File: config.mk
export PLATFORM = sky130hd
export DESIGN_NAME = gda_accuracy_ctrl
export DESIGN_NICKNAME = d
export VERILOG_FILES = /design/src/rtl/gda_ctrl_pkg.sv /design/src/rtl/gda.sv /design/src/rtl/gda_risk_detect.sv /design/src/rtl/gda_accuracy_ctrl.sv
export SDC_FILE = /design/constraint.sdc
export NUM_CORES = 1
export LEC_CHECK = 0
export CAP_MARGIN = 20
export CORE_MARGIN = 2
export CORE_UTILIZATION = 27
export DETAILED_ROUTE_END_ITERATION = 6
export GPL_TIMING_DRIVEN = 0
export RECOVER_POWER = 100
export SLEW_MARGIN = 10
export SYNTH_ARGS = -nofsm -noshare
export SYNTH_HDL_FRONTEND = slang
export SYNTH_SLANG_ARGS = --single-unit
File: constraint.sdc
create_clock -name clk -period 4.4 [get_ports clk]
set_input_delay 0.44 -clock clk [delete_from_list [all_inputs] [get_ports clk]]
set_output_delay 0.44 -clock clk [all_outputs]
set_load 0.005 [all_outputs]
File: src/rtl/gda_ctrl_pkg.sv
// Shared encodings for the gda accuracy controller: operand modes, FSM states
// and the width of the evaluation-pass counter.
package gda_ctrl_pkg;

    localparam logic [1:0] MODE_APPROX   = 2'd0;
    localparam logic [1:0] MODE_EXACT    = 2'd1;
    localparam logic [1:0] MODE_ADAPTIVE = 2'd2;

    localparam int PASS_W = 4;

    typedef enum logic [1:0] {
        ST_IDLE = 2'd0,
        ST_EVAL = 2'd1,
        ST_HOLD = 2'd2
    } state_t;

endpackage

File: src/rtl/gda.sv
// Gracefully-degrading adder: SUBSIZE-bit segments; at each boundary the carry is
// either the true ripple carry (control=1) or the segment's own generate (control=0).
module gda #(
    parameter int SIZE    = 16,
    parameter int SUBSIZE = 4,
    parameter int NB      = SIZE / SUBSIZE - 1
) (
    input  logic [SIZE:1] a,
    input  logic [SIZE:1] b,
    input  logic          cin,
    input  logic [NB:1]   control,
    output logic [SIZE:1] sum,
    output logic          cout
);

    for (genvar s = 1; s <= NB + 1; s++) begin : g_seg
        logic [SUBSIZE:0] full;
        logic             c_in;
        logic             co_full;
        logic             co_zero;

        if (s == 1) begin : g_first
            assign c_in = cin;
        end else begin : g_rest
            assign c_in = control[s-1] ? g_seg[s-1].co_full : g_seg[s-1].co_zero;
        end

        assign full = {1'b0, a[s*SUBSIZE -: SUBSIZE]} + {1'b0, b[s*SUBSIZE -: SUBSIZE]}
                    + {{SUBSIZE{1'b0}}, c_in};
        assign sum[s*SUBSIZE -: SUBSIZE] = full[SUBSIZE-1:0];
        assign co_full = full[SUBSIZE];
        // With carry-in 0 an all-propagate segment cannot carry out; otherwise the
        // carry-out does not depend on carry-in at all.
        assign co_zero = co_full & ~(&(a[s*SUBSIZE -: SUBSIZE] ^ b[s*SUBSIZE -: SUBSIZE]));
    end

    assign cout = g_seg[NB+1].co_full;

endmodule

File: src/rtl/gda_risk_detect.sv
// Flags boundary k as risky when the segment feeding it is all-propagate, the only
// case where the approximate carry can differ from the exact one.
module gda_risk_detect #(
    parameter int SUBSIZE = 4,
    parameter int NB      = 3
) (
    input  logic [NB*SUBSIZE:1] a_i,
    input  logic [NB*SUBSIZE:1] b_i,
    output logic [NB:1]         risk_o
);

    for (genvar k = 1; k <= NB; k++) begin : g_bnd
        assign risk_o[k] = &(a_i[k*SUBSIZE -: SUBSIZE] ^ b_i[k*SUBSIZE -: SUBSIZE]);
    end

endmodule

File: src/rtl/gda_accuracy_ctrl.sv
// Sequences one gda per transaction: one evaluation pass per cycle, in adaptive mode
// enabling exact carry on risky boundaries until exact or out of passes.
module gda_accuracy_ctrl
    import gda_ctrl_pkg::*;
#(
    parameter int SIZE       = 16,
    parameter int SUBSIZE    = 4,
    parameter int BUDGET     = 1,
    parameter int MAX_PASSES = 3,
    localparam int NB        = SIZE / SUBSIZE - 1
) (
    input  logic              clk,
    input  logic              rst,
    input  logic              in_valid,
    output logic              in_ready,
    input  logic [SIZE-1:0]   in_a,
    input  logic [SIZE-1:0]   in_b,
    input  logic              in_cin,
    input  logic [1:0]        in_mode,
    output logic              out_valid,
    input  logic              out_ready,
    output logic [SIZE-1:0]   out_sum,
    output logic              out_cout,
    output logic              out_exact,
    output logic [PASS_W-1:0] out_passes,
    output logic [NB-1:0]     gda_control
);

    state_t              state_q, state_d;
    logic [SIZE-1:0]     a_q, b_q;
    logic                cin_q;
    logic [1:0]          mode_q;
    logic [NB-1:0]       ctrl_q, ctrl_d;
    logic [PASS_W-1:0]   pass_q, pass_d;
    logic [SIZE-1:0]     sum_q;
    logic                cout_q, exact_q;
    logic [PASS_W-1:0]   passes_q;

    logic [SIZE-1:0]     gda_sum;
    logic                gda_cout;
    logic [NB-1:0]       risk, pending, grant;
    logic                eval_done;

    gda #(.SIZE(SIZE), .SUBSIZE(SUBSIZE), .NB(NB)) u_gda (
        .a       (a_q),
        .b       (b_q),
        .cin     (cin_q),
        .control (ctrl_q),
        .sum     (gda_sum),
        .cout    (gda_cout)
    );

    gda_risk_detect #(.SUBSIZE(SUBSIZE), .NB(NB)) u_risk (
        .a_i    (a_q[NB*SUBSIZE-1:0]),
        .b_i    (b_q[NB*SUBSIZE-1:0]),
        .risk_o (risk)
    );

    // Lowest-indexed pending boundaries, at most BUDGET of them per pass.
    always_comb begin
        int cnt;
        pending = risk & ~ctrl_q;
        grant   = '0;
        cnt     = 0;
        for (int k = 0; k < NB; k++) begin
            if (pending[k] && cnt < BUDGET) begin
                grant[k] = 1'b1;
                cnt      = cnt + 1;
            end
        end
        eval_done = (mode_q != MODE_ADAPTIVE) || (pending == '0)
                 || (pass_q == PASS_W'(MAX_PASSES));
    end

    always_comb begin
        ctrl_d = ctrl_q;
        pass_d = pass_q;
        case (state_q)
            ST_IDLE: if (in_valid) begin
                ctrl_d = (in_mode == MODE_APPROX || in_mode == MODE_ADAPTIVE) ? '0 : '1;
                pass_d = PASS_W'(1);
            end
            ST_EVAL: if (!eval_done) begin
                ctrl_d = ctrl_q | grant;
                pass_d = pass_q + PASS_W'(1);
            end
            ST_HOLD: if (out_ready) ctrl_d = '0;
            default: ;
        endcase
    end

    always_ff @(posedge clk) begin
        if (rst) state_q <= ST_IDLE;
        else     state_q <= state_d;
    end

    always_comb begin
        state_d = state_q;
        case (state_q)
            ST_IDLE: if (in_valid)  state_d = ST_EVAL;
            ST_EVAL: if (eval_done) state_d = ST_HOLD;
            ST_HOLD: if (out_ready) state_d = ST_IDLE;
            default:                state_d = ST_IDLE;
        endcase
    end

    always_comb begin
        in_ready    = (state_q == ST_IDLE);
        out_valid   = (state_q == ST_HOLD);
        out_sum     = sum_q;
        out_cout    = cout_q;
        out_exact   = exact_q;
        out_passes  = passes_q;
        gda_control = ctrl_q;
    end

    always_ff @(posedge clk) begin
        if (rst) begin
            a_q      <= '0;
            b_q      <= '0;
            cin_q    <= 1'b0;
            mode_q   <= MODE_APPROX;
            ctrl_q   <= '0;
            pass_q   <= '0;
            sum_q    <= '0;
            cout_q   <= 1'b0;
            exact_q  <= 1'b0;
            passes_q <= '0;
        end else begin
            ctrl_q <= ctrl_d;
            pass_q <= pass_d;
            if (state_q == ST_IDLE && in_valid) begin
                a_q    <= in_a;
                b_q    <= in_b;
                cin_q  <= in_cin;
                mode_q <= in_mode;
            end
            if (state_q == ST_EVAL && eval_done) begin
                sum_q    <= gda_sum;
                cout_q   <= gda_cout;
                exact_q  <= (pending == '0);
                passes_q <= pass_q;
            end
        end
    end

endmodule

## Yosys cells after proc, flatten, opt, wreduce, memory -nomap -nowiden

Index checks and enable logic that the tools add are counted.

| storage, ports and cells | value |
|---|---|
| register bits after elaboration | 66 |
| bits of input ports | 39 |
| output and inout port bits | 27 |

| operators by class | value |
|---|---|
| bitwise operators | 12 |
| equal/unequal tests | 9 |
| order comparisons | 2 |
| reduce and logical (&&, ||, !) cells | 18 |
| mux-type cells | 20 |
| $add $sub $neg | 10 |

Operators with widths:

| cell | number |
|---|---|
| $lt 32x2->1 const B | 2 |
| $add 32x2->32 const B | 1 |
| $mux 32 | 1 |
| $add 4x4->5 | 4 |
| $add 5x1->5 | 4 |
| $reduce_and 4->1 | 4 |
| $mux 3 | 4 |
| $xor 4x4->4 | 3 |
| $pmux 3 s3 | 1 |
| $mux 4 | 2 |
| $ne 2x2->1 const B | 4 |
| $pmux 4 s2 | 1 |
| $mux 1 | 7 |
| $mux 2 | 3 |
| $pmux 2 s3 | 1 |
| $reduce_and 3->1 | 2 |
| $add 4x1->4 const B | 1 |
| $eq 2x2->1 const B | 2 |
| $eq 4x2->1 const B | 1 |
| $logic_and 1x1->1 | 4 |
| $logic_not 2->1 | 2 |
| $and 1x1->1 | 3 |
| $and 3x3->3 | 1 |
| $logic_not 3->1 | 1 |
| 8 further kinds | 12 |

## Logic depth before layout (Yosys ltp)

| depth | value |
|---|---|
| word-level depth | 13 |
| gate-level depth with buffers | 23 |
| gate-level depth less buffers | 23 |

## By module

From an unflattened synthesis, not the netlist that was laid out.

| unflattened totals | value |
|---|---|
| cell total of the unflattened synthesis | 409 |
| area, all modules | 3,460.8 µm² |

Modules (own cells, without submodules):

| module | area each (µm²) | sequential area each (µm²) | cells each | instances |
|---|---|---|---|---|
| gda_accuracy_ctrl | 2,725.1 | 1,321.3 | 327 | 1 |
| gda | 611.8 | 0.0 | 67 | 1 |
| gda_risk_detect | 123.9 | 0.0 | 15 | 1 |

## Least setup slack after synthesis

No wires, ideal clock.

| path | value |
|---|---|
| kind | register to register |
| start | register a_q[0] |
| end | register cout_q (netlist: out_cout) |
| buffers on the path | 0 |
| data required time | 4.259 ns |
| setup slack | -0.096 ns |
| stages on the path, launching flop included | 24 |
| period minus slack after synthesis | 4.496 ns |
| arrival | 4.355 ns |
| cell sequence | dfxtp_1 inv_1 fa_1 fa_1 nor2b_1 o21ai_0 a21oi_1 fa_1 fa_1 a21o_1 a21oi_1 nor2_1 fa_1 fa_1 a21o_1 a21oi_1 nor2_1 fa_1 inv_1 fa_1 inv_1 a21o_1 a21oi_1 a211oi_1 |

| on the way | value |
|---|---|
| word-level cells in the longest chain between the ends | 12 |
| elaborated cells on any way between the ends | 19 |
| classes of those cells | add/sub: 5; mux: 3; bitwise: 6; reduce/logical: 5 |

RTL lines:

| item | line | source |
|---|---|---|
| start, declared | gda_accuracy_ctrl.sv:30 | `logic [SIZE-1:0] a_q, b_q;` |
| start signal, assigned | gda_accuracy_ctrl.sv:133 | `a_q <= in_a;` |
| branches (longest 12 deep; another with $add 4x4->5) | n/a |  |
| end signal, assigned | gda_accuracy_ctrl.sv:140 | `cout_q <= gda_cout;` |
| end, declared | gda_accuracy_ctrl.sv:36 | `logic cout_q, exact_q;` |

Parallel ways; which one is timed is not known.
A chain may end at the register's enable or synchronous reset.

## Worst setup path after layout

| path | value |
|---|---|
| start | register cin_q |
| end | register cout_q (netlist: out_cout) |

| on the way | value |
|---|---|
| word-level cells in the longest chain between the ends | 10 |

RTL lines:

| item | line | source |
|---|---|---|
| start, declared | gda_accuracy_ctrl.sv:31 | `logic cin_q;` |
| start signal, assigned | gda_accuracy_ctrl.sv:135 | `cin_q <= in_cin;` |
| $add 5x1->5 * | gda.sv:29 | `+ {{SUBSIZE{1'b0}}, c_in};` |
| $and 1x1->1 | gda.sv:34 | `assign co_zero = co_full & ~(&(a[s*SUBSIZE -: SUBSIZE] ^ b[s*SUBSIZE -: SUBSIZE]));` |
| $mux 1 * | gda.sv:25 | `assign c_in = control[s-1] ? g_seg[s-1].co_full : g_seg[s-1].co_zero;` |
| $add 5x1->5 * | gda.sv:29 |  |
| $and 1x1->1 | gda.sv:34 |  |
| $mux 1 * | gda.sv:25 |  |
| $add 5x1->5 * | gda.sv:29 |  |
| $and 1x1->1 | gda.sv:34 |  |
| $mux 1 * | gda.sv:25 |  |
| $add 5x1->5 * | gda.sv:29 |  |

Every way passes the cells marked *; elsewhere a longest branch is shown, timed or not.

==> impl_metrics.py <==
metrics = {
    "timing": {
        "min_period_over_period_pct": 102,
        "worst_pin_slew_ns": 0.653,
        "fin_skew_ns": 0.00472,
        "slew_violations": 0,
        "relSlewSlack_pct": 56.5,
        "hold_viol": 0,
        "rsz0062_at_grt": "yes",
        "min_period_ns": 4.47,
        "layout_setup_ws_ns": -0.0691,
        "finalSetupViolCount": 3,
        "fmax_mhz": 224,
    },
    "setup_path": {
        "critPathMaxFanout": 2,
        "cp.required_ns": 4.58,
        "cp.arrival_ns": 4.65,
        "cp-start-kind": "flop",
        "critical_path_class": "flop to flop",
        "end_kind": "flop",
    },
    "synth": {
        "synth_adder_area_share_pct": 12.3,
        "syn_nets": 454,
        "synth_top_area_cell": "dfxtp_1",
        "synth.area.top_cells": "dfxtp_1, a21oi_1, nand2_1, ha_1, fa_1",
        "ys_seq_area_share_pct": 40.9,
        "synth_cells": 388,
        "synth-xor-area-share_pct": 1.90,
        "synth_mux_area_share_pct": 0.619,
        "async_flop_share_pct": 0,
        "synth-edff-count": 0,
        "ys_ff_latch": 66,
        "synthFlopType": "dfxtp_1",
        "syn_area_sq_um": 3230,
        "netlist.area_leader.share_pct": 40.9,
        "synth_top_family_by_area": "compound AO/OA/AOI/OAI gates",
        "synth_compound_area_share_pct": 23.0,
        "syn_avg_cell_area_sq_um": 8.33,
        "synth_cell_types": 41,
        "yosys.area_share.simple_pct": 16.0,
        "synth_warnings": 0,
    },
    "routing": {
        "remaining_drc_errors": 0,
        "vias": 2939,
        "routedWlPerCell_um": 14.3,
        "viasPerCell": 4.76,
        "ant_nets": 0,
        "first_pass_iters": 5,
        "wirelength_um": 8830,
        "drtIter0Drc": 112,
    },
    "pwr": {
        "leakagePower_uw": 0.00179,
        "powerDensity_nw_per_um2": 532,
        "vdd_drop_max_uv": 181,
    },
    "layout": {
        "area_growth_pct": 38.8,
        "n_antenna_cell": 0,
        "drive_above_1_share_pct": 12.0,
        "layout_common_cells": "nand2_1, dfxtp_1, a21oi_1, clkdlybuf4s50_1, dlygate4sd3_1",
        "n_fill_cell": 1149,
        "final_common_cell": "nand2_1",
        "finish.utilization_pct": 38.8,
        "final_net_count": 536,
    },
    "clocking": {
        "root_buffer": "clkbuf_16",
        "cts.reportedPaths.clkPinSlew_ns": 0.06,
        "clockBufferDepth": 2,
        "cts_max_level": 3,
        "cts.sinks": 66,
        "ctsHoldBuffers": 0,
        "cts_tree": "built",
        "numCtsBuffers": 9,
        "clock_latency_ns": 0.33,
    },
    "global_route": {
        "grt.overflow.total": 0,
        "grt_pass1_wl_um": 14600,
        "track_usage_pct": 14.6,
        "grt_pass1_vias": 2980,
        "grt_antenna_before_repair": 0,
        "grt_max_degree": 12,
    },
    "floorplanning": {
        "die_w_um": 113,
        "die_area_sq_um": 12900,
        "pin_count": 66,
        "initial_core_util_pct": 27.9,
        "die_h_um": 113,
        "rows": 39,
        "fp.coreArea_sq_um": 11600,
    },
    "place": {
        "hpwl_um": 7000,
        "port_buffers": 64,
        "post-place-ws_ns": -0.352,
        "place.gp.congestion": 0.900,
    },
    "outcome": {
        "violations": "setup timing",
        "outcome": "finished, violations left",
    },
    "flow_run": {
        "maxCapViolations": 0,
    },
    "min_path": {
        "min_path_type": "flop to flop",
    },
}
logic make-up (layout without fill, tap and decap cells):
group,Yosys count,after routing
xor gates and xnor gates,7,7
muxes,2,2
buffers and inverters,44,131
DFF,66,66
AOI/OAI and AO/OA,125,125
and+or+nand+nor,117,117
adders and majority gates,27,27
worst paths after layout:
path | startpoint | endpoint | slack (ns) | depth (start not counted)
max reg2reg | cin_q | out_cout | -0.07 | 23
max | cin_q | out_cout | -0.07 | 23
min reg2reg | mode_q[0] | mode_q[0] | 0.45 | 2
min | mode_q[0] | mode_q[0] | 0.45 | 2
repair_timing:
| action | in CTS | in global routing |
|---|---|---|
| pin swaps | 16 | 17 |
| setup buffers | 4 | 3 |
| resized for setup | 16 | 7 |
| gates cloned | 0 | 0 |
| setup endpoints to repair | 4 | 5 |
cell type report:
type	count	area (sq um)	area share, %
multi-input cells	278	1810	40.4
flip-flops and latches	66	1330	29.5
repair buffers	71	693	15.5
clock buffers	12	256	5.72
well taps	143	179	3.99
plain buffers	23	91.3	2.04
inverters	21	78.8	1.76
clock inverters	4	50.0	1.12
synthesized netlist by cell type (3+ instances only):
master,number
a221oi_1,3
nor2_1,6
ha_1,19
xnor2_1,7
a21o_1,7
a21oi_1,68
fa_1,8
nand2_1,82
nand2b_1,3
o211ai_1,4
nand3_1,15
inv_1,20
dfxtp_1,66
o21ai_0,23
clkbuf_1,19
a211oi_1,7
sequential cells by signal, indices dropped and copies added (netlist names):
| name | flops |
|---|---|
| a_q | 16 |
| b_q | 16 |
| cin_q | 1 |
| gda_control | 3 |
| mode_q | 2 |
| out_cout | 1 |
| out_exact | 1 |
| out_passes | 4 |
| out_sum | 16 |
| pass_q | 4 |
| state_q | 2 |
report_power, final:
part           leakage, uW  total, uW  internal (uW)  switching (uW)
Sequential        0.000541        836            730             105
Clock             0.000145        726            468             257
Combinational      0.00110        827            361             466
Total              0.00179       2390           1560             828
per-layer routing:
layer / vias up / wire, um / track usage [%]
li1: 1496 / - / -
met1: 1335 / 3940 / 18.4
met2: 95 / 4070 / 23.6
met3: 13 / 662 / 3.19
met4: 0 / 155 / 7.48
met5: - / 0 / 0
worst max-delay path: stages, from the launching register on:
cell and delay (ns):
dfxtp_2 0.32, inv_2 0.08, fa_2 0.22, fa_2 0.20, nor2b_1 0.05, o21ai_1 0.14
a21oi_2 0.07, fa_2 0.36, fa_2 0.35, a21o_1 0.17, a21oi_2 0.16, nor2_2 0.05
fa_2 0.36, fa_2 0.35, a21o_1 0.18, a21oi_2 0.14, nor2_1 0.06, fa_2 0.36
inv_2 0.07, fa_2 0.19, inv_1 0.04, a21o_1 0.18, a21oi_2 0.14, a211oi_1 0.08
metrics by stage:
step	area (sq um)	total power [uW]	setup TNS [ns]	hold slack (ns)	cells
global route	4490	2550	-1.14	0.487	618
detailed placement	4060	1670	-1.11	0.445	595
finish	4490	2390	-0.155	0.452	618
global placement	4060	1650	-0.859	0.445	595
floorplan	3240	1320	0	0.431	388
CTS	4440	2410	-0.613	0.452	615
Power figures use the tool's default switching activity.
